`src/rtl/frame_stretch_stats.sv`:
```
// Per-frame min/max scan with a serial restoring divider that turns the
// frame's [min, max] range into a shift/gain pair for the contrast stretch.
module frame_stretch_stats #(
    parameter int FRAC     = 15,
    parameter int GAIN_MAX = 131071
) (
    input  logic        vin_clk_i,
    input  logic        rst_i,
    input  logic        vin_vs_i,
    input  logic        vin_de_i,
    input  logic [23:0] vin_data_i,
    input  logic        inv_en_i,
    input  logic        auto_en_i,
    output logic [29:0] shift_o,
    output logic [17:0] gain_o,
    output logic        upd_o,
    output logic        busy_o
);
    // state   | meaning
    // S_IDLE  | accumulating pixels, waiting for a vs rising edge
    // S_CHECK | pick bypass (unity) or set up the divider
    // S_DIV   | 23 restoring-division steps, MSB first
    // S_PUB   | register shift/gain, pulse upd_o
    typedef enum logic [1:0] {S_IDLE, S_CHECK, S_DIV, S_PUB} state_t;

    localparam logic [17:0] GAIN_UNITY = 18'(1 << FRAC);
    localparam logic [22:0] DIVIDEND   = 23'(255 << FRAC);
    localparam logic [22:0] GAIN_SAT   = 23'(GAIN_MAX);

    state_t      state_q, state_d;
    logic        vs_q;
    logic [7:0]  mn_q, mx_q, smn_q, smx_q, range_q;
    logic        auto_q, byp_q;
    logic [22:0] quo_q;
    logic [7:0]  rem_q, rem_d;
    logic [4:0]  cnt_q;
    logic [29:0] shift_q;
    logic [17:0] gain_q;

    logic [7:0]  v0, v1, v2, pmn, pmx;
    logic        bnd, take, bypass, qbit;
    logic [8:0]  trial, diff;

    always_comb begin
        v0  = vin_data_i[23:16] ^ {8{inv_en_i}};
        v1  = vin_data_i[15:8]  ^ {8{inv_en_i}};
        v2  = vin_data_i[7:0]   ^ {8{inv_en_i}};
        pmn = v0;
        pmx = v0;
        if (v1 < pmn) pmn = v1;
        if (v2 < pmn) pmn = v2;
        if (v1 > pmx) pmx = v1;
        if (v2 > pmx) pmx = v2;
    end

    assign bnd    = vin_vs_i & ~vs_q;
    assign take   = bnd && (state_q == S_IDLE);
    assign bypass = ~auto_q || (smx_q <= smn_q);

    always_comb begin
        trial = {rem_q, quo_q[22]};
        diff  = trial - {1'b0, range_q};
        qbit  = 1'b0;
        rem_d = trial[7:0];
        if (trial >= {1'b0, range_q}) begin
            qbit  = 1'b1;
            rem_d = diff[7:0];
        end
    end

    always_comb begin
        state_d = state_q;
        case (state_q)
            S_IDLE:  if (take) state_d = S_CHECK;
            S_CHECK: state_d = bypass ? S_PUB : S_DIV;
            S_DIV:   if (cnt_q == 5'd0) state_d = S_PUB;
            S_PUB:   state_d = S_IDLE;
            default: state_d = S_IDLE;
        endcase
    end

    always_ff @(posedge vin_clk_i or posedge rst_i) begin
        if (rst_i) state_q <= S_IDLE;
        else       state_q <= state_d;
    end

    // A pixel on the boundary cycle seeds the new frame's accumulators.
    always_ff @(posedge vin_clk_i or posedge rst_i) begin
        if (rst_i) begin
            vs_q   <= 1'b0;
            mn_q   <= 8'hFF;
            mx_q   <= 8'h00;
            smn_q  <= 8'hFF;
            smx_q  <= 8'h00;
            auto_q <= 1'b0;
        end else begin
            vs_q <= vin_vs_i;
            if (take) begin
                smn_q  <= mn_q;
                smx_q  <= mx_q;
                auto_q <= auto_en_i;
                mn_q   <= vin_de_i ? pmn : 8'hFF;
                mx_q   <= vin_de_i ? pmx : 8'h00;
            end else if (vin_de_i) begin
                if (pmn < mn_q) mn_q <= pmn;
                if (pmx > mx_q) mx_q <= pmx;
            end
        end
    end

    always_ff @(posedge vin_clk_i or posedge rst_i) begin
        if (rst_i) begin
            byp_q   <= 1'b1;
            range_q <= 8'd0;
            quo_q   <= 23'd0;
            rem_q   <= 8'd0;
            cnt_q   <= 5'd0;
            shift_q <= 30'd0;
            gain_q  <= GAIN_UNITY;
        end else begin
            case (state_q)
                S_CHECK: begin
                    byp_q   <= bypass;
                    range_q <= smx_q - smn_q;
                    quo_q   <= DIVIDEND;
                    rem_q   <= 8'd0;
                    cnt_q   <= 5'd22;
                end
                S_DIV: begin
                    quo_q <= {quo_q[21:0], qbit};
                    rem_q <= rem_d;
                    cnt_q <= cnt_q - 5'd1;
                end
                S_PUB: begin
                    if (byp_q) begin
                        gain_q  <= GAIN_UNITY;
                        shift_q <= 30'd0;
                    end else begin
                        gain_q  <= (quo_q > GAIN_SAT) ? GAIN_SAT[17:0] : quo_q[17:0];
                        shift_q <= {22'd0, smn_q};
                    end
                end
                default: ;
            endcase
        end
    end

    assign shift_o = shift_q;
    assign gain_o  = gain_q;
    assign upd_o   = (state_q == S_PUB);
    assign busy_o  = (state_q != S_IDLE);

endmodule

```
`config.mk`:
```
export PLATFORM = sky130hd
export DESIGN_NAME = frame_stretch_stats
export DESIGN_NICKNAME = d
export VERILOG_FILES = /design/src/rtl/frame_stretch_stats.sv
export SDC_FILE = /design/constraint.sdc
export NUM_CORES = 1
export LEC_CHECK = 0
export CAP_MARGIN = 20
export CELL_PAD_IN_SITES_DETAIL_PLACEMENT = 0
export CELL_PAD_IN_SITES_GLOBAL_PLACEMENT = 1
export CORE_ASPECT_RATIO = 1.2
export CORE_UTILIZATION = 40
export CTS_CLUSTER_SIZE = 25
export DETAILED_ROUTE_END_ITERATION = 16
export GPL_ROUTABILITY_DRIVEN = 0
export GPL_TIMING_DRIVEN = 0
export PLACE_DENSITY = 0.85
export SLEW_MARGIN = 20
export SYNTH_ARGS = -nofsm -noshare
export SYNTH_HDL_FRONTEND = slang
export SYNTH_SLANG_ARGS = --single-unit
```
`constraint.sdc`:
```
create_clock -name vin_clk_i -period 3.55 [get_ports vin_clk_i]
set_input_delay 0.71 -clock vin_clk_i [delete_from_list [all_inputs] [get_ports vin_clk_i]]
set_output_delay 0.71 -clock vin_clk_i [all_outputs]
set_load 0.01 [all_outputs]
```
Yosys cells after proc, flatten, opt, wreduce, memory -nomap -nowiden
Cells that the tools add are included.
{"block": "totals", "regBits": 129, "inputBits": 30, "elab_cells": 73}
{"block": "op_classes", "n_reduce_logical": 12, "bitwise": 6, "n_mux": 24, "add_sub_neg": 3, "n_eq_ne": 5, "order_cmp": 9}
{"cell": "2-to-1 mux 8 bit", "n": 14}
{"cell": "one-hot mux 23 bit (2 select lines)", "n": 1}
{"cell": "2-to-1 mux 18 bit", "n": 2}
{"cell": "> comparator 8 bit", "n": 3}
{"cell": "less-than comparator 8 bit", "n": 3}
{"cell": "bitwise XOR 8 bit", "n": 3}
{"cell": "> comparator 23 x 17 -> 1 bit, second input constant", "n": 1}
{"cell": "one-hot mux 8 bit (2 select lines)", "n": 1}
{"cell": "subtractor 8 bit", "n": 2}
{"cell": "one-hot mux 5 bit (2 select lines)", "n": 1}
{"cell": "nonzero test 2 bit", "n": 5}
{"cell": "greater-or-equal comparator 9 x 8 -> 1 bit", "n": 1}
{"cell": "less-or-equal comparator 8 bit", "n": 1}
{"cell": "one-hot mux 2 bit (4 select lines)", "n": 1}
{"cell": "AND reduction 2 bit", "n": 3}
{"cell": "zero test 5 bit", "n": 1}
{"cell": "subtractor 5 x 1 -> 5 bit, second input constant", "n": 1}
{"cell": "equality test 2 bit, second input constant", "n": 2}
{"cell": "2-to-1 mux 2 bit", "n": 2}
{"cell": "!= test 2 bit, second input constant", "n": 2}
{"cell": "equality test 2 x 1 -> 1 bit, second input constant", "n": 1}
{"cell": "zero test 2 bit", "n": 1}
{"cell": "2-to-1 mux 1 bit", "n": 2}
{"cell": "NOT 1 bit", "n": 2}
{"cell": "3 further kinds", "n": 3}

Logic depth before layout (Yosys ltp)
{"block": "depth", "ltp_word": 9, "ltp_mapped": 30}

Least setup slack after synthesis
Ideal clock, no wire load.
{"block": "synth_path", "path_kind": "input to register", "start": "in inv_en_i", "end": "reg mx_q[3]", "stages": 29, "arrival_time_ns": 5.543, "path_buffers": 4, "slack_ns": -2.114, "path_cell_list": "buf_6 -> buf_2 -> xor2_1 -> inv_1 -> ha_1 -> a21o_1 -> a21o_1 -> a21oi_1 -> nand2_4 -> o41a_1 -> buf_6 -> mux2_4 -> ha_1 -> nor2b_1 -> o21ai_0 -> nand2b_1 -> a21oi_1 -> o21ai_0 -> o21a_1 -> buf_2 -> mux2i_1 -> ha_1 -> a21o_1 -> a21o_1 -> a21oi_1 -> o21a_1 -> o21a_1 -> nor2_1 -> a22o_1"}
{"block": "synth_between", "elab_chain_len": 8, "elab_cells_between_ends": 14, "cone_classes": "order compare (3); mux (6); bitwise (3); reduce/logical (2)"}
{"item": "start, declared", "line": "12", "source": "input logic inv_en_i,"}
{"item": "bitwise XOR 8 bit, on equally long branches", "line": "46, 45"}
{"item": "> comparator 8 bit", "line": "52", "source": "if (v1 > pmx) pmx = v1;"}
{"item": "2-to-1 mux 8 bit", "line": "52"}
{"item": "> comparator 8 bit", "line": "53", "source": "if (v2 > pmx) pmx = v2;"}
{"item": "2-to-1 mux 8 bit (*)", "line": "53"}
{"item": "> comparator 8 bit / 2-to-1 mux 8 bit (equally long branches)", "line": "106", "source": "if (pmx > mx_q) mx_q <= pmx;"}
{"item": "nonzero test 2 bit (no source line) / 2-to-1 mux 8 bit (equally long branches)"}
{"item": "AND reduction 2 bit (no source line) / 2-to-1 mux 8 bit (equally long branches)"}
{"item": "end signal, assigned", "line": "103", "source": "mx_q <= vin_de_i ? pmx : 8'h00;"}
{"item": "end signal, assigned", "line": "106"}
{"item": "end, declared", "line": "32", "source": "logic [7:0] mn_q, mx_q, smn_q, smx_q, range_q;"}
Every way passes the cells marked *; elsewhere a longest branch is shown, timed or not. The select of a mux whose other input is x is not followed.
A chain may end at the register's enable or synchronous reset.

Final worst setup path
{"block": "layout_path", "start": "in vin_data_i[13]", "end": "reg mn_q[2]"}
{"block": "layout_between", "elab_chain_len": 8, "elab_cells_between_ends": 12, "cone_classes": "order compare (3); mux (6); bitwise (1); reduce/logical (2)"}
{"item": "start, declared", "line": "11", "source": "input logic [23:0] vin_data_i,"}
{"item": "bitwise XOR 8 bit (*)", "line": "46", "source": "v1 = vin_data_i[15:8] ^ {8{inv_en_i}};"}
{"item": "less-than comparator 8 bit", "line": "50", "source": "if (v1 < pmn) pmn = v1;"}
{"item": "2-to-1 mux 8 bit (*)", "line": "50"}
{"item": "less-than comparator 8 bit", "line": "51", "source": "if (v2 < pmn) pmn = v2;"}
{"item": "2-to-1 mux 8 bit (*)", "line": "51"}
{"item": "less-than comparator 8 bit / 2-to-1 mux 8 bit (equally long branches)", "line": "105", "source": "if (pmn < mn_q) mn_q <= pmn;"}
{"item": "nonzero test 2 bit (no source line) / 2-to-1 mux 8 bit (equally long branches)"}
{"item": "AND reduction 2 bit (no source line) / 2-to-1 mux 8 bit (equally long branches)"}
{"item": "end signal, assigned", "line": "102", "source": "mn_q <= vin_de_i ? pmn : 8'hFF;"}
{"item": "end signal, assigned", "line": "105"}
{"item": "end, declared", "line": "32"}
Marked as above.

==> metrics.csv <==
metric,value,unit
synth top area cells,"dfrtp_1 (32%), ha_1 (11%), dfstp_2 (6.9%), inv_1 (5.7%), o21ai_0 (5.2%)",
Hold Path End,smn_q[4],
layout cells sized above 1,22.7,%
fin nets,963,
PD cells,763,nW/um^2
clk_skew,0.00861,ns
first-pass GRT wire length,27000,um
Post-Syn Area,6900,sq um
mux cell area share after synthesis,8.73,%
Final Hold Viols,0,
DR WL/cell,14.7,um
CTS sink count,107,
Worst path max stage delay,0.30,ns
Via-to-Cell Ratio,5.09,
endpoints failing setup,16,
Synth Register Bits,107,
failing checks,setup timing,
Clock Latency Late Sink,0.35,ns
sequential fraction of the synthesis area,39.2,%
Psw,2.85,mW
Worst Reg-to-Reg Cells,10,
share of the synthesized area in the top cell type,32.3,%
Critical Path Start Type,input pin,
ANT cells,0,
Core Rows,52,
Post-DP Area,7970,sq um
clock buffer count from CTS,9,
number of I/O port buffers,56,
reg2reg start,range_q[1],
post-route minimum period,5.30,ns
Post-DP HPWL,11900,um
initial antenna violation count,0,
WS Path Type,input pin to flop,
DRT Wirelength,16100,um
Crit path arrival time,5.59,ns
Synth-to-Final Area Change,30.9,%
core region area,16900,sq um
Yosys cell types,60,
Worst R2R Setup Slack,0.79,ns
RSZ-0062 raised after global routing,true,
H-tree levels,3,
vias in the first global route,5660,
number of DRC markers in iteration 0,288,
sequential cell area,2700,sq um
largest net degree at the start of global routing,57,
clk buf depth,2,
Clk network pwr share,14.2,%
pre-CTS setup slack,-2.78,ns
Post-Synth Simple-Gate Area,10.6,%
synthesized-area fraction occupied by adder cells,11.1,%
Leak,4.09,nW
fin util,53.6,%
hold path cells,2,
Flop pwr share,28.1,%
Compound-Gate Fraction of Synth Area,16.5,%
CTS tree,done,
"Slowest-stage cell, CP",a21oi_4,
setup TNS,-27.40,ns
maximum vdd drop,292,uV
die area,17800,sq um
Multi-input gate area,4060,sq um
number of synthesized flops with an enable pin,0,
Comb pwr share,57.6,%
CP startpoint,vin_data_i[13],
kind of path behind the tightest hold check,flop to flop,
Antenna Nets Post-Route,0,
slew of the pin with the lowest slew margin,0.827,ns
Die W,122,um
total grt overflow,0,
vias,5564,
number of remaining DRC errors,0,
Die Ht,146,um
Initial Util,40.9,%
final setup margin,-1.75,ns
Slew HR,44.4,%
switching share of total power,41.4,%
clock root buffer,clkbuf_16,
period utilisation layout,149,%
Top Ports,80,
status,"complete, but fails checks",
Critical Path Sink Type,flop,
Crit Path Max Fanout,7,
Synth area leader,dfrtp_1,
max_cap viols,0,
Async SR Flop Fraction,100,%
Fmax,189,MHz
Finished Cell Area,9020,sq um
most frequent cell after synthesis,inv_1,
WP data required,3.84,ns
Fillers,1511,
HP Start,mn_q[4],
"Reg clk slew, reported paths",0.07,ns
Final Max Tran Viols,0,
"top cells by count, synth","inv_1 (104), dfrtp_1 (89), o21ai_0 (72)",
dominant synthesized flop cell,dfrtp_1,
Ys Warns,0,
Syn Inst Count,741,
1st-pass router iterations,4,
cell-internal power,4.04,mW
GRT Util Overall,19.2,%
XOR/XNOR Fraction of Synth Area,3.68,%
main combinational cell family by area after synthesis,compound AO/OA/AOI/OAI gates,
Crit Reg-Reg Endpoint,rem_q[0],
Syn Area/Cell,9.31,sq um
placed cells by master (no fill, tap or decap), types with 5 or more instances in the layout:
cell type,n
mux2i_2,8
o31a_1,8
mux2_2,19
nand4_1,12
conb_1,22
clkbuf_1,24
nor2_1,28
dfrtp_1,89
clkbuf_16,10
mux2i_1,20
a31oi_1,19
ha_4,8
xnor2_1,11
buf_4,57
mux2i_4,8
o21ai_0,67
clkdlybuf4s50_1,45
xor2_2,7
nand2_1,53
a22o_1,5
dlygate4sd2_1,6
buf_12,5
nor2b_1,8
a21o_1,8
buf_6,6
xor2_1,8
ha_1,47
nand3_1,20
nor3_2,5
inv_1,99
o22ai_1,15
a21oi_1,17
dfstp_2,18
cell type report:
type	instances	share of cell area [%]
Clock inverter	4	0.347
Buffer	53	3.74
Sequential cell	107	29.9
Multi-Input combinational cell	498	45.0
Clock buffer	12	2.86
Tap cell	216	2.99
Inverter	105	4.42
Timing Repair Buffer	99	10.7
worst max path at each step:
stage / endpoint / slack [ns] / depth (start not counted)
global route: mn_q[6] / -1.97 / 26
finish: mn_q[2] / -1.75 / 25
global placement: mn_q[5] / -2.75 / 26
floorplan: mn_q[1] / -1.71 / 26
detailed placement: mn_q[2] / -2.78 / 26
CTS: mn_q[2] / -1.64 / 28
power by group through the flow:
stage                     logic, mW  registers (mW)  clock network, mW
after floorplan                2.41            1.94                  0
after global placement         3.36            1.94                  0
after detailed placement       3.41            1.96                  0
after CTS                      3.90            1.94               1.00
after global routing           4.41            2.00               1.05
final                          3.97            1.94              0.981
registers in the layout, summed over array words and instances (netlist names):
register,cells
byp_q,1
cnt_q,5
vs_q,1
mn_q,8
auto_q,1
state_q,2
quo_q,23
rem_q,8
shift_o,8
mx_q,8
smx_q,8
gain_o,18
smn_q,8
range_q,8
cell families after synthesis:
group	after synthesis
multiplexers	56
adder cells (fa/ha/maj)	60
AO/OA/AOI/OAI	178
XOR/XNOR	29
other	1
buffers and inverters	158
flip-flops	107
AND/OR/NAND/NOR	152
through the flow:
| stage | total power [mW] | std cells | hold slack [ns] |
|---|---|---|---|
| after floorplan | 4.35 | 762 | 0.439 |
| after global placement | 5.30 | 1034 | 0.458 |
| after detailed placement | 5.37 | 1035 | 0.471 |
| after CTS | 6.84 | 1091 | 0.483 |
| after global routing | 7.46 | 1094 | 0.497 |
| final | 6.89 | 1094 | 0.482 |
critical path, delay by kind of cell:
kind                       cells  cell delay (ns)
AOI/OAI and AO/OA             12             2.13
buffers and inverters          4             0.74
xor gates and xnor gates       2             0.49
adders and majority gates      3             0.74
muxes                          2             0.51
and+or+nand+nor                2             0.25
metal layers:
layer,vias up,GRT usage [%],wire length [um]
li1,2766,-,-
met1,2657,21.6,6550
met2,112,35.3,8610
met3,29,2.27,435
met4,0,8.89,527
met5,-,0,0
timing repair:
action | CTS | global route
pin swaps | 60 | 14
hold buffers | 0 | 0
gates resized for setup | 75 | 9
cloned | 3 | 0
setup endpoints to repair | 16 | 16
buffers inserted | 37 | 3
Power figures use the tool's default switching activity.
